<file path="src/rtl/reset_domain_sequencer.sv">
// reset_domain_sequencer
// Releases NUM_DOMAINS fabric reset domains in index order once the PLL is
// locked. It then serves per-domain soft-reset requests one at a time, each
// with a quiesce handshake that has a timeout. If PLL lock is lost, every
// domain is dropped back into reset and the release sequence runs again.
//
// Ports:
//   CLK             system clock
//   FABRIC_RESET_N  async active-low reset (deassertion already synchronous)
//   PLL_LOCK        async lock indication, 2-flop synchronised to lock_s
//   SOFT_RST_REQ    per-domain level soft-reset request
//   QUIESCE_ACK     per-domain "idle, safe to reset" acknowledge
//   DOMAIN_RESET_N  per-domain active-low reset, registered
//   QUIESCE_REQ     per-domain drain request, registered
//   SOFT_RST_ACK    per-domain one-cycle completion pulse
//   SEQ_DONE        all domains released and block idle in RUN
//   TIMEOUT_ERR     sticky quiesce-timeout flag
module reset_domain_sequencer #(
  parameter int NUM_DOMAINS     = 4,
  parameter int CNT_W           = 16,
  parameter int INIT_DELAY      = 16,
  parameter int STAGE_DELAY     = 8,
  parameter int HOLD_CYCLES     = 4,
  parameter int QUIESCE_TIMEOUT = 32
) (
  input  logic                   CLK,
  input  logic                   FABRIC_RESET_N,
  input  logic                   PLL_LOCK,
  input  logic [NUM_DOMAINS-1:0] SOFT_RST_REQ,
  input  logic [NUM_DOMAINS-1:0] QUIESCE_ACK,
  output logic [NUM_DOMAINS-1:0] DOMAIN_RESET_N,
  output logic [NUM_DOMAINS-1:0] QUIESCE_REQ,
  output logic [NUM_DOMAINS-1:0] SOFT_RST_ACK,
  output logic                   SEQ_DONE,
  output logic                   TIMEOUT_ERR
);

  // A programmed delay of zero behaves like a delay of one cycle.
  localparam int INIT_EFF  = (INIT_DELAY      == 0) ? 1 : INIT_DELAY;
  localparam int STAGE_EFF = (STAGE_DELAY     == 0) ? 1 : STAGE_DELAY;
  localparam int HOLD_EFF  = (HOLD_CYCLES     == 0) ? 1 : HOLD_CYCLES;
  localparam int QTO_EFF   = (QUIESCE_TIMEOUT == 0) ? 1 : QUIESCE_TIMEOUT;
  localparam int IDX_W     = (NUM_DOMAINS > 1) ? $clog2(NUM_DOMAINS) : 1;
  localparam logic [IDX_W-1:0] LAST_IDX = IDX_W'(NUM_DOMAINS - 1);

  // Reject parameter sets that the counter or output vectors cannot hold.
  if (NUM_DOMAINS < 1 || NUM_DOMAINS > 8) begin : g_bad_domains
    $error("reset_domain_sequencer: NUM_DOMAINS must be 1..8");
  end
  if (INIT_DELAY > (1 << CNT_W) - 1 || STAGE_DELAY > (1 << CNT_W) - 1 ||
      HOLD_CYCLES > (1 << CNT_W) - 1 || QUIESCE_TIMEOUT > (1 << CNT_W) - 1) begin : g_bad_delay
    $error("reset_domain_sequencer: a delay parameter exceeds 2**CNT_W-1");
  end

  typedef enum logic [2:0] {
    ST_WAIT_LOCK,
    ST_INIT_WAIT,
    ST_RELEASE,
    ST_RUN,
    ST_QUIESCE,
    ST_HOLD
  } state_t;

  state_t                 state_q, state_n;
  logic [CNT_W-1:0]       cnt_q, cnt_n, cnt_dec;
  logic [IDX_W-1:0]       idx_q, idx_n;
  logic [IDX_W-1:0]       gnt_q, gnt_n, req_idx;
  logic [NUM_DOMAINS-1:0] drn_q, drn_n;
  logic [NUM_DOMAINS-1:0] qreq_q, qreq_n;
  logic [NUM_DOMAINS-1:0] ack_q, ack_n;
  logic                   done_q, done_n;
  logic                   terr_q, terr_n;
  logic                   lock_meta, lock_s;
  logic                   req_any, terminal;

  // Two-flop synchroniser for the asynchronous PLL lock input.
  always_ff @(posedge CLK or negedge FABRIC_RESET_N) begin
    if (!FABRIC_RESET_N) begin
      lock_meta <= 1'b0;
      lock_s    <= 1'b0;
    end else begin
      lock_meta <= PLL_LOCK;
      lock_s    <= lock_meta;
    end
  end

  // Fixed-priority arbitration: the lowest requesting index wins.
  always_comb begin
    req_any = |SOFT_RST_REQ;
    req_idx = '0;
    for (int i = NUM_DOMAINS - 1; i >= 0; i--) begin
      if (SOFT_RST_REQ[i]) req_idx = IDX_W'(i);
    end
  end

  // The counter is reloaded on every state entry and stops at zero. A state's
  // exit fires on the edge that sees a count of one, so a load of D exits on
  // the D-th edge after entry.
  assign terminal = (cnt_q <= CNT_W'(1));
  assign cnt_dec  = (cnt_q == '0) ? cnt_q : cnt_q - CNT_W'(1);

  // Next-state and next-output logic. All outputs are registered, so every
  // output change below becomes visible on the edge that takes the transition.
  always_comb begin
    state_n = state_q;
    cnt_n   = cnt_q;
    idx_n   = idx_q;
    gnt_n   = gnt_q;
    drn_n   = drn_q;
    qreq_n  = qreq_q;
    ack_n   = '0;
    done_n  = 1'b0;
    terr_n  = terr_q;

    unique case (state_q)
      ST_WAIT_LOCK: begin
        drn_n  = '0;
        qreq_n = '0;
        if (lock_s) begin
          state_n = ST_INIT_WAIT;
          cnt_n   = CNT_W'(INIT_EFF);
        end
      end
      ST_INIT_WAIT: begin
        if (terminal) begin
          drn_n[0] = 1'b1;
          if (NUM_DOMAINS == 1) begin
            state_n = ST_RUN;
          end else begin
            state_n = ST_RELEASE;
            idx_n   = IDX_W'(1);
            cnt_n   = CNT_W'(STAGE_EFF);
          end
        end else begin
          cnt_n = cnt_dec;
        end
      end
      ST_RELEASE: begin
        if (terminal) begin
          drn_n[idx_q] = 1'b1;
          if (idx_q == LAST_IDX) begin
            state_n = ST_RUN;
          end else begin
            idx_n = idx_q + IDX_W'(1);
            cnt_n = CNT_W'(STAGE_EFF);
          end
        end else begin
          cnt_n = cnt_dec;
        end
      end
      ST_RUN: begin
        // SEQ_DONE is held low on a grant edge so it never glitches high.
        if (req_any) begin
          state_n         = ST_QUIESCE;
          gnt_n           = req_idx;
          qreq_n[req_idx] = 1'b1;
          cnt_n           = CNT_W'(QTO_EFF);
        end else begin
          done_n = 1'b1;
        end
      end
      ST_QUIESCE: begin
        // An acknowledge arriving together with the timeout still counts as
        // a clean handshake.
        if (QUIESCE_ACK[gnt_q] || terminal) begin
          if (!QUIESCE_ACK[gnt_q]) terr_n = 1'b1;
          state_n       = ST_HOLD;
          qreq_n[gnt_q] = 1'b0;
          drn_n[gnt_q]  = 1'b0;
          cnt_n         = CNT_W'(HOLD_EFF);
        end else begin
          cnt_n = cnt_dec;
        end
      end
      ST_HOLD: begin
        if (terminal) begin
          state_n      = ST_RUN;
          drn_n[gnt_q] = 1'b1;
          ack_n[gnt_q] = 1'b1;
        end else begin
          cnt_n = cnt_dec;
        end
      end
      default: begin
        state_n = ST_WAIT_LOCK;
        drn_n   = '0;
        qreq_n  = '0;
      end
    endcase

    // Lock loss overrides everything: drop all domains with no handshake and
    // abandon any soft reset without acknowledging it.
    if (state_q != ST_WAIT_LOCK && !lock_s) begin
      state_n = ST_WAIT_LOCK;
      drn_n   = '0;
      qreq_n  = '0;
      ack_n   = '0;
      done_n  = 1'b0;
    end
  end

  // State and output registers.
  always_ff @(posedge CLK or negedge FABRIC_RESET_N) begin
    if (!FABRIC_RESET_N) begin
      state_q <= ST_WAIT_LOCK;
      cnt_q   <= '0;
      idx_q   <= '0;
      gnt_q   <= '0;
      drn_q   <= '0;
      qreq_q  <= '0;
      ack_q   <= '0;
      done_q  <= 1'b0;
      terr_q  <= 1'b0;
    end else begin
      state_q <= state_n;
      cnt_q   <= cnt_n;
      idx_q   <= idx_n;
      gnt_q   <= gnt_n;
      drn_q   <= drn_n;
      qreq_q  <= qreq_n;
      ack_q   <= ack_n;
      done_q  <= done_n;
      terr_q  <= terr_n;
    end
  end

  assign DOMAIN_RESET_N = drn_q;
  assign QUIESCE_REQ    = qreq_q;
  assign SOFT_RST_ACK   = ack_q;
  assign SEQ_DONE       = done_q;
  assign TIMEOUT_ERR    = terr_q;

endmodule

</file>
<file path="config.mk">
export PLATFORM = sky130hd
export DESIGN_NAME = reset_domain_sequencer
export DESIGN_NICKNAME = d
export VERILOG_FILES = /design/src/rtl/reset_domain_sequencer.sv
export SDC_FILE = /design/constraint.sdc
export NUM_CORES = 1
export LEC_CHECK = 0
export ABC_AREA = 1
export CAP_MARGIN = 20
export CELL_PAD_IN_SITES_DETAIL_PLACEMENT = 1
export CELL_PAD_IN_SITES_GLOBAL_PLACEMENT = 2
export CORE_MARGIN = 4
export CORE_UTILIZATION = 29
export DETAILED_ROUTE_END_ITERATION = 10
export HOLD_SLACK_MARGIN = 0.06
export PLACE_DENSITY = 0.78
export SLEW_MARGIN = 25
export SYNTH_ARGS = -nofsm -noshare
export SYNTH_HDL_FRONTEND = slang
export SYNTH_SLANG_ARGS = --single-unit
</file>
<file path="constraint.sdc">
create_clock -name CLK -period 1.55 [get_ports CLK]
set_input_delay 0.155 -clock CLK [delete_from_list [all_inputs] [get_ports CLK]]
set_output_delay 0.155 -clock CLK [all_outputs]
set_load 0.005 [all_outputs]
</file>
Word-level counts from Yosys, hierarchy flattened
Index checks and enable logic that the tools add are counted.

Register bits after elaboration: 39. Bits in latches: 0. RAM bits: 0. Bits in read-only memories: 0. Bits of input ports: 11. Output and inout bits: 14. Logic and storage cells: 124. Memories kept: 0.

Add/subtract/negate cells: 2. Multiply operators: 0. Divide/modulo/power cells: 0. Magnitude comparators: 7. Equal/unequal tests: 23. Shift operators: 0. Muxes and demuxes: 51. Bitwise operators: 7. Reductions and logical operators: 22.

Operators by type and width (number): $mux W16 (8); $pmux W16 S6 (1); $mux W4 (10); $mux W3 (8); $ne A3 B3 Y1 const B (8); $pmux W3 S6 (1); $le A16 B1 Y1 const B (1); $logic_not A16 Y1 (1); $sub A16 B1 Y16 const B (1); $mux W2 (7); $ne A2 B2 Y1 const B (7); $or A4 B4 Y4 (3); $pmux W3 S4 (1); $pmux W4 S3 (1); $reduce_and A5 Y1 (2); $lt A2 B3 Y1 const B (3); $and A4 B4 Y4 (2); $mux W1 (8); $reduce_and A4 Y1 (2); $reduce_and A7 Y1 (1); $demux W1 S2 (3); $eq A3 B2 Y1 const B (2); $eq A3 B3 Y1 const B (2); $ge A2 B1 Y1 const B (3); 21 further kinds (26).

Logic depth before layout (Yosys ltp)
Gate-level depths: netlist of run 1.

Depth after elaboration: 12. Gate-level depth with buffers: 12. Mapped depth without buffers: 12.

Worst setup path after synthesis of run 1
OpenSTA, ideal clock, no wires.

Path kind: register to register. From: register cnt_q[0]. To: register cnt_q[15]. Setup time: 0.116 ns. Arrival time: 1.594 ns. Data required time: 1.434 ns. Setup slack: -0.160 ns. Cell stages (with the launch flop): 12. Buffers on the path: 1. Period minus slack after synthesis: 1.710 ns. Cells stage by stage: dfrtp_1 -> inv_1 -> ha_1 -> nor2_1 -> nor2_4 -> nand3_1 -> inv_1 -> nor2_2 -> buf_6 -> nand3_2 -> nand2_1 -> nor2_1.

Word-level cells in the longest chain between the ends: 4. Elaborated cells on any way between the ends: 13. Classes of those cells: add/sub (1); order compare (1); eq/ne (2); mux (6); reduce/logical (3).

RTL lines: from (decl) (RTL line 65) `logic [CNT_W-1:0] cnt_q, cnt_n, cnt_dec;`; from (signal assigned) (RTL line 216) `cnt_q <= cnt_n;`; $sub A16 B1 Y16, or another cell as far along (RTL line 100) `assign cnt_dec = (cnt_q == '0) ? cnt_q : cnt_q - CNT_W'(1);`; $mux W16 / $logic_or A1 B1 Y1 (equally long branches) (RTL line 100, 165); $mux W16 (on tied branches); $pmux W16 S6 (RTL line 115) `unique case (state_q)`.

Several ways; a longest one is shown, not always the timed one. The select of a mux whose other input is x is not followed. A chain may end at the register's enable or synchronous reset.

Worst setup path in the final report of run 1
From: register cnt_q[0]. To: register cnt_q[11].

The elaborated chain is that of the path after synthesis.

==> flow_summary.ini, run 1 <==
[global_routing]
grt_overflow = 0
grt_use_total_pct = 18.6
grt_pass1_vias = 3150
grt_max_degree = 40
antenna_found_initial = 0
grt_pass1_wl_um = 16000

[clocking]
clk_latency_ps = 310
cts_buffers = 5
htree_levels = 2
clk_pin_slew_worst_paths_ps = 90
cts_tree = built
cts_buffer_depth = 2
clock-sinks = 39
root_buffer = clkbuf_8

[sta]
period_share_pct = 120
final-setup-viol-count = 30
grt_setup_unrepaired = yes
max_freq_mhz = 536
hold_viol_final = 0
hold_ws_ps = 288
fin_ws_ps = -314
slew_headroom_pct = 64.4
layout_min_cycle_time_ps = 1860
tightest_slew_ps = 533
report.final.slew_viol_count = 0
skew_ps = 10.7

[yosys]
synth_commonest_cells = nand2_1, nor2_1, dfrtp_1
ys_warn_count = 0
syn-cell-area_um2 = 2660
yosysUniqueCellTypes = 32
synth_top_area_share_pct = 36.7
synth_ff_type = dfrtp_1
synth_fp_nets = 395
syn_inst = 377
yosysMostFrequentCell = nand2_1
synthTopCellsByArea = dfrtp_1, nand2_1, nor2_1
ys_seq_elements = 39
synth-edff-count = 0
async_reset_ff_share_pct = 100
yosysSeqAreaShare_pct = 36.7
yosys.area.top_type = dfrtp_1
avgSynthCellArea_um2 = 7.05

[setup_path]
crit_type = reg2reg
critPathRequiredTime_ps = 1720
reg2regPathDepth = 10
r2r_end = cnt_q[11]
critPathMaxFanout = 4
start_kind = register
timing.rr.start = cnt_q[0]
cp.arrival_ps = 2040
r2r_slack_ps = -310
end_kind = register

[die]
fp-row-count = 34
start_util_pct = 30.2
die_area_um2 = 10800
boundaryPins = 25
die_width_um = 104
core_um2 = 8810
die_height_um = 104

[hold_path]
hold_path_end = lock_meta
hold_path_startpoint = PLL_LOCK
holdPathStages = 1
holdCritPathClass = in2reg

[detailed_routing]
routedWlPerCell_um = 16.8
firstDrtPassIters = 4
vias = 3025
dr_wl_met3_um = 464
routed_wl_um = 10400
dr_wl_met2_um = 5320
m1WireLength_um = 4550
drtIter0Drc = 143
top_layer_used = met4
drcViolationCount = 0
vias_per_cell = 4.87
antenna_left = 0

[power]
intPower_uw = 5200
p_leak_uw = 0.00217
power_switching_uw = 4990
combPwrFrac_pct = 75.3
swShare_pct = 49.0
pwr-share-clk_pct = 9.0
p_seq_share_pct = 15.7
p_per_area_nw_per_um2 = 2350
irDropWorstVdd_v = 0.000912

[layout]
syn2layout_area_growth_pct = 63.1
antenna_cells = 0
fin_area_um2 = 4330
final_nets = 530
drive_gt1_share_pct = 41.9

[run]
drv_cap = 0

[place]
io_buffers = 24
dpl.hpwl_um = 6950
gp_congestion = 0.859
placed_area_um2 = 3660
place_ws_ps = -557

[run_status]
status = complete, but fails checks
violations = negative setup slack
[through the flow]
step                      instances  total power [uW]  util, %  TNS [ps]
after floorplan                 377              4690        -         0
after CTS                       615              9300     46.8     -1990
after detailed placement        590              7310     41.6     -8400
final                           621             10200     49.2     -4280
after global routing            621             10900     49.2     -7210
after global placement          590              7130     41.6     -6410
[per-layer routing]
layer  GRT usage (%)  vias to the layer above
li1                -                     1475
met1            25.1                     1491
met2            31.1                       52
met3            2.18                        7
met4            5.98                        0
met5               0                        -
[repair_timing]
action,4_1_cts,5_1_grt
resized for setup,54,43
buffers inserted,16,6
pin swaps,18,21
hold buffers,1,0
hold endpoints to repair,39,0
endpoints found under the setup margin,34,33
[how the worst max path moves through the flow]
stage,startpoint,end,depth (start not counted)
3_3_place_gp,SOFT_RST_REQ[2],cnt_q[1],10
2_1_floorplan,cnt_q[1],DOMAIN_RESET_N[3],9
5_1_grt,cnt_q[5],cnt_q[11],9
6_report,cnt_q[0],cnt_q[11],10
3_5_place_dp,SOFT_RST_REQ[2],cnt_q[0],10
4_1_cts,cnt_q[8],cnt_q[11],10
[sequential cells by signal, indices dropped and copies added, names as in the netlist]
signal          count
DOMAIN_RESET_N      4
QUIESCE_REQ         4
SEQ_DONE            1
SOFT_RST_ACK        4
TIMEOUT_ERR         1
cnt_q              16
gnt_q               2
idx_q               2
lock_meta           1
lock_s              1
state_q             3
[power groups by stage]
stage          registers (uW)  logic [uW]  clock network, uW
3_3_place_gp             1560        5570                  0
2_1_floorplan            1590        3100                  0
5_1_grt                  1650        8270               1000
3_5_place_dp             1570        5740                  0
4_1_cts                  1580        6770                952
6_report                 1600        7670                921
[cell type report]
class                   instances  area, um^2
multi-input cells             294        1850
repair buffers                132        1090
clock buffers                   6        82.6
flip-flops and latches         39         978
inverters                      40         160
well taps                     108         135
fillers                      1093        4470
clock inverters                 2        35.0
[layout by cell type, fill, tap and decap left out, drive strengths merged]
cell / synthesis / layout
buf: 3 / 108
nand3: 39 / 39
nor2: 69 / 69
a22oi: 1 / 1
nand4: 1 / 1
xnor2: 4 / 4
dlygate4sd3: 0 / 1
or2: 1 / 1
clkdlybuf4s50: 0 / 23
inv: 40 / 40
a21oi: 13 / 13
clkinv: 0 / 1
o21ai: 35 / 35
a21o: 1 / 1
o22ai: 1 / 1
dfrtp: 39 / 39
xor2: 5 / 5
clkbuf: 1 / 6
o221ai: 1 / 1
bufinv: 0 / 1
nand2: 112 / 112
ha: 7 / 7
nor3b: 1 / 1
nor3: 3 / 3
[worst max-delay path, cell delays in order (launching register included)]
cell and delay [ps]:
dfrtp_1 440, inv_2 120, ha_4 160, nor2_4 50, nor2_4 220, nand3_2 150, nand3_2 140, nor2_2 50
buf_4 150, nand3_1 110, o21ai_0 140
[kinds of logic after synthesis]
group	after synthesis	synth area share [%]
and+or+nand+nor	226	39.6
AOI/OAI and AO/OA	52	10.5
buffers and inverters	44	6.92
DFF	39	36.7
xor gates and xnor gates	9	2.97
adders and majority gates	7	3.30
Note: power is estimated with default switching activity, not from simulation.
==> run 2, diff against run 1 <==
--- a/config.mk
+++ b/config.mk
@@ -13,7 +13,7 @@
 export CORE_UTILIZATION = 29
 export DETAILED_ROUTE_END_ITERATION = 10
 export HOLD_SLACK_MARGIN = 0.06
-export PLACE_DENSITY = 0.78
+export PLACE_DENSITY = 0.72
 export SLEW_MARGIN = 25
 export SYNTH_ARGS = -nofsm -noshare
 export SYNTH_HDL_FRONTEND = slang
==> constraint.sdc (replaced) <==
create_clock -name CLK -period 1.55 [get_ports CLK]
set_input_delay 0.31 -clock CLK [delete_from_list [all_inputs] [get_ports CLK]]
set_output_delay 0.31 -clock CLK [all_outputs]
set_load 0.005 [all_outputs]
==> run 2 against run 1 <==
Against the previous run:
- core utilization up 1.2 points
- wire length down 6.3%
- cell count up 1.3%
- worst hold slack better by 65 ps
- highest routed layer unchanged
- die area unchanged
- via count down 1.3%
- the flow still finishes with violations (negative setup slack)
- non-clock buffer count up 9
- largest power group unchanged
- first-iteration DRC count down 40%
- clock skew down 4.1 ps
==> flow_summary.ini, run 2 (same netlist as run 1, synthesis figures left out) <==
[layout]
syn2layout_area_growth_pct = 66.9
regMostFlops = cnt_q
largest_reg_flops = 16
drive_gt1_share_pct = 46.6
final_nets = 540
antenna_cells = 0
layout_commonest_cell = buf_4
mostFrequentLayoutCells = buf_4, nand2_1, dfrtp_1, nor2_1, inv_1

[clocking]
clk_latency_ps = 300
htree_levels = 2
clock-sinks = 39
cts_buffer_depth = 2
cts_buffers = 5
clk_pin_slew_worst_paths_ps = 70
root_buffer = clkbuf_8
cts_tree = built

[detailed_routing]
routedWlPerCell_um = 15.6
vias_per_cell = 4.75
antenna_left = 0
m1WireLength_um = 4760
top_layer_used = met4
dr_wl_met2_um = 4660
drcViolationCount = 0
vias = 2985
dr_wl_met3_um = 232
firstDrtPassIters = 4
routed_wl_um = 9790
drtIter0Drc = 86

[setup_path]
critPathRequiredTime_ps = 1740
startpoint = cnt_q[0]
crit_top_cell = nor2_4
cp.arrival_ps = 1930
r2r_slack_ps = -190
critPathTopFamily = simple AND/OR/NAND/NOR gates
timing.rr.start = cnt_q[0]
r2r_end = cnt_q[10]
end_kind = register
crit_chain = inv_4 -> ha_4 -> nor2_4 -> nor2_4 -> nand3_2 -> nand2_2 -> nor2_4 -> buf_6 -> a21oi_1 -> nor2_1
crit_buf_inv = 2
crit_end = cnt_q[10]
cpPeakStageDelay_ps = 450
worst_path_max_delay_cell = dfrtp_2
start_kind = register
cp.depth = 10
crit_type = reg2reg
critPathMaxFanout = 6
reg2regPathDepth = 10

[run_status]
status = complete, but fails checks
violations = negative setup slack

[global_routing]
grt_use_total_pct = 18.9
grt_overflow = 0
antenna_found_initial = 0
grt_pass1_vias = 3174
grt_max_degree = 40
grt_pass1_wl_um = 16300

[die]
start_util_pct = 30.2
die_width_um = 104
die_height_um = 104
core_um2 = 8810
die_area_um2 = 10800
boundaryPins = 25
fp-row-count = 34

[sta]
max_freq_mhz = 574
layout_min_cycle_time_ps = 1740
tns_ps = -3610
final-setup-viol-count = 29
hold_viol_final = 0
slew_headroom_pct = 81.6
report.final.slew_viol_count = 0
skew_ps = 6.59
grt_setup_unrepaired = yes
tightest_slew_ps = 273
period_share_pct = 112
fin_ws_ps = -191

[power]
p_leak_uw = 0.00222
irDropWorstVdd_v = 0.000823
p_per_area_nw_per_um2 = 2250
p_total_uw = 9990

[run]
drv_cap = 0

[place]
dpl.hpwl_um = 7030
io_buffers = 24
gp_congestion = 0.817

[hold_path]
holdCritPathClass = reg2reg
run 2: changes by cell type in the layout (fill, tap and decap cells not counted), moves of 3 or more:
| cell | before | now |
|---|---|---|
| nand2_2 | 16 | 24 |
| buf_4 | 98 | 103 |
| nand2_1 | 88 | 79 |
| nand3_1 | 24 | 20 |
| nand3_2 | 11 | 14 |
| nor2_1 | 39 | 36 |
| nor2_2 | 14 | 20 |
| nor2_4 | 14 | 11 |
| a21oi_2 | 1 | 4 |
run 2: cell type report:
cell class,count,area (um^2)
clock buffer,6,72.6
fill,1101,4370
inverter,40,165
multi-input combinational,295,1900
sequential,39,980
tap,108,135
timing repair buffer,141,1180
run 2: layer usage:
| metal | vias up | GRT usage (%) |
|---|---|---|
| met3 | 13 | 2.86 |
| met4 | 0 | 4.18 |
| met1 | 1442 | 26.1 |
| met2 | 30 | 31.2 |
| met5 | - | 0 |
| li1 | 1500 | - |
run 2: worst min path at each step:
| stage | startpoint | cells past startpoint | endpoint | slack, ps |
|---|---|---|---|---|
| 2_1_floorplan | FABRIC_RESET_N | 0 | DOMAIN_RESET_N[0] | 10 |
| 3_3_place_gp | FABRIC_RESET_N | 2 | DOMAIN_RESET_N[1] | 300 |
| 3_5_place_dp | FABRIC_RESET_N | 2 | DOMAIN_RESET_N[1] | 300 |
| 5_1_grt | lock_meta | 0 | lock_s | 360 |
| 4_1_cts | lock_meta | 0 | lock_s | 350 |
| 6_report | lock_meta | 0 | lock_s | 350 |
run 2: stage by stage:
| stage | area [um^2] | setup WS, ps | std cells | utilization, % | hold slack [ps] |
|---|---|---|---|---|---|
| after global placement | 3690 | -384 | 593 | 42.0 | 305 |
| after detailed placement | 3690 | -442 | 593 | 42.0 | 305 |
| final | 4440 | -191 | 629 | 50.4 | 353 |
| after global routing | 4440 | -258 | 629 | 50.4 | 357 |
| after CTS | 4280 | -106 | 623 | 48.7 | 354 |
| after floorplan | 2680 | 3.08 | 377 | - | 14.4 |
run 2: report_power, final:
part           internal, uW  switching, uW  leakage, uW
sequential             1320            266     0.000517
clock                   301            374    0.0000371
combinational          3430           4300      0.00167
total                  5050           4940      0.00222
run 2: repair_timing:
action                                  4_1_cts  5_1_grt
gates cloned                                  3        0
hold buffers                                  1        0
hold endpoints to repair                     39        0
endpoints found under the setup margin       38       38
pin swaps                                    37       19
setup buffers                                20        6
resized for setup                            90       33
==> patch (flow settings as in run 1) <==
Set the parameter `NUM_DOMAINS` to 8 (it was 4).
--- a/src/rtl/reset_domain_sequencer.sv
+++ b/src/rtl/reset_domain_sequencer.sv
@@ -17,5 +17,5 @@
 //   TIMEOUT_ERR     sticky quiesce-timeout flag
 module reset_domain_sequencer #(
-  parameter int NUM_DOMAINS     = 4,
+  parameter int NUM_DOMAINS     = 8,
   parameter int CNT_W           = 16,
   parameter int INIT_DELAY      = 16,
Ports: changed (5 resized); port bits go from 25 to 45. No check against the original RTL was run, so the function may have changed too.
==> patch against run 1 <==
The run still ends with negative setup slack left. Core utilization shrank 2.8 points. Setup slack lost 0.0051 ns. Worst hold slack lost 0.010 ns. Synthesized area grew 38%. Count of clock-buffer cells in the layout shrank 1. Maximum frequency shrank 0.27%. Power grew 7.2%. Routed wire length grew 26%. Cell area grew 30%. Sequential cell count grew 14. Highest routed layer unchanged.
==> patch: results <==
[timing]
finClkSkew_ns = 0.006900
finalSetupViolCount = 46
fin_ws_ns = -0.3192
fin_worst_hold_slack_ns = 0.2781
tightest_slew_ns = 0.3880
tns_ns = -8.938

[critical_path]
max_stage_delay_ns = 0.40
startpoint = cnt_q[11]
cp_max_fo = 6
cp-endpoint = cnt_q[2]
reg2reg_depth = 12

[global_routing]
grt_pass1_vias = 4522
grt_max_degree = 54
grt_pass1_wl_um = 22000

[placed_design]
post-place-ws_ns = -0.4260
dp_hpwl_um = 10050
routabilityCongestion = 0.8575
placed_cells = 841
io_buffers = 44

[detailed_routing]
first_iter_violations = 151
vias_per_cell = 4.735

[logic_synthesis]
syn-instance-count = 539
ys_ff_latch = 53
synthDistinctLibCells = 39
synth_nets = 562
ys_seq_area_frac = 0.3625

[status]
status = finished, violations left
violations = negative setup slack

[finish]
layout.area.seq_um2 = 1328
seq_area_frac = 0.2353
area_share_clock_buf_inv = 0.02616
finalNetCount = 723
multi_input_cells = 396
inv_count = 80
drive_gt1_frac = 0.3067
buffer_area_frac = 0.2530
multiInputGateArea_um2 = 2201
fill_cells = 1531

[pwr]
power.leakage_nw = 2.856
[patch: power breakdown]
group	total [mW]	switching, mW	internal, mW
combinational	7.80	4.42	3.38
sequential	1.98	0.292	1.68
clock	1.16	0.554	0.603
[patch: logic make-up after synthesis]
| group | after synthesis | synth area share |
|---|---|---|
| flops | 53 | 0.3625 |
| simple gates | 312 | 0.3810 |
| buf+inv | 91 | 0.1081 |
| fa+ha+maj | 4 | 0.01368 |
| compound gates | 74 | 0.1228 |
| xor+xnor | 5 | 0.01197 |
[patch: metal layers]
metal	part of all wire	GRT usage
met5	0	0
met4	0.012	0.04462
met3	0.023	0.03835
met2	0.55	0.3618
met1	0.41	0.2181
[patch: timing repair]
item | CTS | global route
buffers inserted | 8 | 11
resized for setup | 44 | 31
endpoints found under the setup margin | 46 | 49
gates cloned | 2 | 0
hold buffers | 1 | 0
endpoints found under the hold margin | 53 | 0
pin swaps | 9 | 3
